==> src/rtl/vec_pair_loader.sv <==
// vec_pair_loader: serial-to-parallel front end for the dot-product datapath.
// Collects N_ELEM (a,b) element pairs into one of two banks and presents the
// oldest completed bank on a valid/ready output. Ingest into the other bank
// continues while a completed vector pair waits for the consumer.
// Optional build macro VEC_PAIR_LOADER_ZERO_PAD_EN: in_last closes a short
// vector early and zero-fills its remaining slots. When undefined, in_last is
// ignored.
module vec_pair_loader #(
    parameter int N_ELEM = 8,
    parameter int ELEM_W = 8,
    parameter int CNT_W  = 16
) (
    input  logic              clk,
    input  logic              reset,
    input  logic              in_valid,
    output logic              in_ready,
    input  logic [ELEM_W-1:0] in_a,
    input  logic [ELEM_W-1:0] in_b,
    input  logic              in_last,
    output logic              out_valid,
    input  logic              out_ready,
    output logic [ELEM_W-1:0] vector_a [N_ELEM-1:0],
    output logic [ELEM_W-1:0] vector_b [N_ELEM-1:0],
    output logic [CNT_W-1:0]  vec_count
);

    localparam int IDX_W = $clog2(N_ELEM);

    logic [1:0][N_ELEM-1:0][ELEM_W-1:0] bank_a;
    logic [1:0][N_ELEM-1:0][ELEM_W-1:0] bank_b;
    logic [1:0]       full;
    logic             wr_ptr;
    logic             rd_ptr;
    logic [IDX_W-1:0] idx;
    logic             in_fire;
    logic             out_fire;
    logic             done;

    // Both sides are decided from registered state only; out_ready never
    // reaches in_ready combinationally.
    assign in_ready  = !full[wr_ptr];
    assign out_valid = full[rd_ptr];
    assign in_fire   = in_valid && in_ready;
    assign out_fire  = out_valid && out_ready;

`ifdef VEC_PAIR_LOADER_ZERO_PAD_EN
    assign done = (idx == IDX_W'(N_ELEM - 1)) || in_last;
`else
    assign done = (idx == IDX_W'(N_ELEM - 1));
    logic unused_in_last;
    assign unused_in_last = in_last;
`endif

    // Presented bank drives the vector outputs continuously.
    for (genvar e = 0; e < N_ELEM; e++) begin : g_out
        assign vector_a[e] = bank_a[rd_ptr][e];
        assign vector_b[e] = bank_b[rd_ptr][e];
    end

    // Element storage: write the accepted pair into the slot being filled.
    always_ff @(posedge clk or posedge reset) begin
        if (reset) begin
            bank_a <= '0;
            bank_b <= '0;
        end else if (in_fire) begin
            bank_a[wr_ptr][idx] <= in_a;
            bank_b[wr_ptr][idx] <= in_b;
`ifdef VEC_PAIR_LOADER_ZERO_PAD_EN
            // Short vector: clear the tail so stale data from an earlier
            // fill cannot leak into the dot product.
            if (in_last) begin
                for (int i = 0; i < N_ELEM; i++) begin
                    if (i > int'(idx)) begin
                        bank_a[wr_ptr][i] <= '0;
                        bank_b[wr_ptr][i] <= '0;
                    end
                end
            end
`endif
        end
    end

    // Bank bookkeeping: fill/drain pointers, full flags and handoff counter.
    // A filling bank is never full and a presented bank always is, so the
    // set and clear of full[] in one cycle always target different banks.
    always_ff @(posedge clk or posedge reset) begin
        if (reset) begin
            full      <= '0;
            wr_ptr    <= 1'b0;
            rd_ptr    <= 1'b0;
            idx       <= '0;
            vec_count <= '0;
        end else begin
            if (in_fire) begin
                if (done) begin
                    full[wr_ptr] <= 1'b1;
                    wr_ptr       <= ~wr_ptr;
                    idx          <= '0;
                end else begin
                    idx <= idx + 1'b1;
                end
            end
            if (out_fire) begin
                full[rd_ptr] <= 1'b0;
                rd_ptr       <= ~rd_ptr;
                vec_count    <= vec_count + 1'b1;
            end
        end
    end

endmodule

==> config.mk <==
export PLATFORM = sky130hd
export DESIGN_NAME = vec_pair_loader
export DESIGN_NICKNAME = d
export VERILOG_FILES = /design/src/rtl/vec_pair_loader.sv
export SDC_FILE = /design/constraint.sdc
export NUM_CORES = 1
export LEC_CHECK = 0
export CAP_MARGIN = 20
export CORE_MARGIN = 1.5
export CORE_UTILIZATION = 30
export CTS_BUF_LIST = sky130_fd_sc_hd__clkbuf_8
export DETAILED_ROUTE_END_ITERATION = 7
export GPL_ROUTABILITY_DRIVEN = 0
export SLEW_MARGIN = 20
export SYNTH_ARGS = -nofsm -noshare
export SYNTH_HDL_FRONTEND = slang
export SYNTH_SLANG_ARGS = --single-unit
export TNS_END_PERCENT = 100
==> constraint.sdc <==
create_clock -name clk -period 14.6 [get_ports clk]
set_input_delay 2.92 -clock clk [delete_from_list [all_inputs] [get_ports clk]]
set_output_delay 2.92 -clock clk [all_outputs]
set_load 0.1 [all_outputs]
==> summary.txt <==
Synth
  • Mapped Area: 12300 um2
  • Flops & latches, synth: 279
  • Biggest area consumer among synthesized cells: dfrtp_1
  • Distinct cells, synth: 37
  • Asr flop ratio synth: 100%
  • Top-area cell type share of the netlist area: 56.9%
  • Synth Net Count: about 840
  • Most instantiated library cell after synthesis: mux2_2
  • Top FF cell, synth: dfrtp_1
  • Yosys warning count: 0
  • Synth top area cells: dfrtp_1, mux2_2, xnor2_1
  • Mean post-synth cell area: ~15 um2
  • Sequential share of the synthesized area: 56.9%
  • Post-synth top cells: mux2_2, dfrtp_1, clkbuf_1
  • EDFF count, synth: 0
  • Cells after Synth: 812

Floorplanning
  • Core area: 40100 um2
  • Die width: 205 um
  • DIE AREA: roughly 42000 um2
  • # rows: 73
  • Die extent in y: 205 um
  • IO Pins: 167
  • Initial core utilization: 30.6%

Layout
  • Area Overhead vs Synth: 25.6%
  • Fraction of layout cells with a size suffix above 1: 47.3%
  • Number of diodes: 0
  • Post-layout nets: about 1000

Detailed routing
  • Drt first pass iters: 4
  • Via count: between 7000 and 8000
  • Total Routed Length: just under 30000 um
  • Initial drt markers: about 260
  • Residual DRC count: 0
  • Wire length per cell: 18.9 um
  • Vias per std cell: 4.70
  • Detail Route Antenna Nets: 0

Timing
  • Fin crit share: 46.7%
  • RSZ-0062 raised after global routing: no
  • Final setup fails: 0
  • Final worst slack: slightly below 8 ns
  • Tightest Pin Transition: 1.06 ns
  • Worst hold slack: 0.476 ns
  • Final Skew: 0.0256 ns
  • Pins Over Slew Limit: 0
  • FMAX: about 150 MHz
  • Rel. slew slack: between 20% and 30%
  • Final critical path time including I/O delays and setup: about 7 ns
  • Hold Fails Final Rpt: 0
  • Fin Setup TNS: 0 ns

Clocking
  • Post CTS Setup Buffer Count: 0
  • Cts hold-fix bufs: 0
  • H-tree lvl count: 2
  • Clk sink count: 279
  • Worst-skew pair later-pin latency: 0.61 ns
  • Cts bufs inserted: 52
  • Clock-pin slew on the worst setup and hold paths: around 0.05 ns
  • Root buf cell: clkbuf_8
  • Max Root-Sink Buffers: 3
  • Post-CTS sizing: 0
  • CTS tree: built

Critical path
  • Crit Path Class: reg -> out
  • CP Launch Type: flop
  • CP arrival: slightly below 4 ns
  • Setup crit end kind: output port
  • Required time of the critical path: 11.68 ns
  • Worst Path Max Fanout: 60

Placed design
  • Post-Place Setup Slack: 8.39 ns
  • Buffers on Ports: 165
  • Post-detail-place hpwl: 18200 um

GRT
  • Pin count of the biggest net entering global routing: 150
  • First-pass GRT wire length: 45900 um
  • Initial antenna violation count: 0
  • Vias in the first global route: 7794
  • Grt ovf: 0
  • Tot GR Track Use: 14.3%

Hold path
  • Hold Path Class: reg -> reg

Flow run
  • Max-Cap Viols: 0

Run status
  • Status: complete, no violations
[per-layer routing]
metal / global-route usage (%) / routed length [um] / up-vias / part of all wire (%)
li1: - / - / 3249 / -
met3: 4.04 / 1490 / 51 / 5.1
met5: 0 / 0 / - / 0
met4: 3.96 / 563 / 0 / 1.9
met1: 19.2 / 13600 / 3795 / 47
met2: 22.5 / 13500 / 158 / 46
[cells in the final DEF (no fill, tap or decap), types with 3 or more instances in the layout]
master,Yosys,final
nand2_2,9,9
ha_1,3,3
a31oi_1,3,3
mux2_2,384,384
nor3_1,3,3
clkbuf_8,0,64
nand3_1,9,9
nand2_1,11,11
nand4_1,6,6
inv_1,3,21
dfrtp_1,279,278
nor2_1,3,3
clkinv_2,0,4
clkdlybuf4s50_1,0,165
xnor2_1,14,14
buf_4,5,4
o21ai_0,3,3
[worst paths after layout]
| kind | start | endpoint | slack (ns) | cells after the start |
|---|---|---|---|---|
| hold reg to reg | vec_count[15] | vec_count[15] | 0.48 | 1 |
| hold / removal | vec_count[15] | vec_count[15] | 0.48 | 1 |
| min in group asynchronous | reset | bank_a[89] | 2.87 | 2 |
| setup / recovery | rd_ptr | out_valid | 7.79 | 4 |
| setup reg to reg | rd_ptr | vec_count[15] | 11.54 | 5 |
| max in group asynchronous | reset | bank_a[7] | 10.33 | 3 |
[critical path: stages (launching register included)]
cell and delay (ns):
dfrtp_4 0.73, buf_4 0.75, mux2i_1 0.30, inv_1 0.19, clkdlybuf4s50_1 1.16
[registers in the layout, indices dropped and copies added, names as in the netlist]
register   count
vec_count     16
full           2
bank_a       128
rd_ptr         1
idx            3
bank_b       128
wr_ptr         1
[kinds of logic after synthesis]
family	after synthesis	synth area share (%)
compound gates	10	0.499
xor+xnor	15	1.07
fa+ha+maj	3	0.306
buf+inv	57	2.50
flops	279	56.9
mux	388	35.6
simple gates	60	3.18
[metrics by stage]
step                area [um2]  std cells  utilization (%)
floorplan                12300        812                -
global placement         14400       1453             35.8
detailed placement       14400       1453             35.8
CTS                      15400       1544             38.4
global route             15400       1544             38.4
finish                   15400       1544             38.4
[area by class of cell]
type                    count  area (um2)
clock buffers              64         881
clock inverters            27         166
fillers                  3848       24700
inverters                   3        18.8
multi-input cells         476        5000
flip-flops and latches    279        6990
well taps                 525         657
repair buffers            170        1700
Power is not shown: default switching activity piles up to over one toggle a cycle in this logic, so the estimate is an artifact.
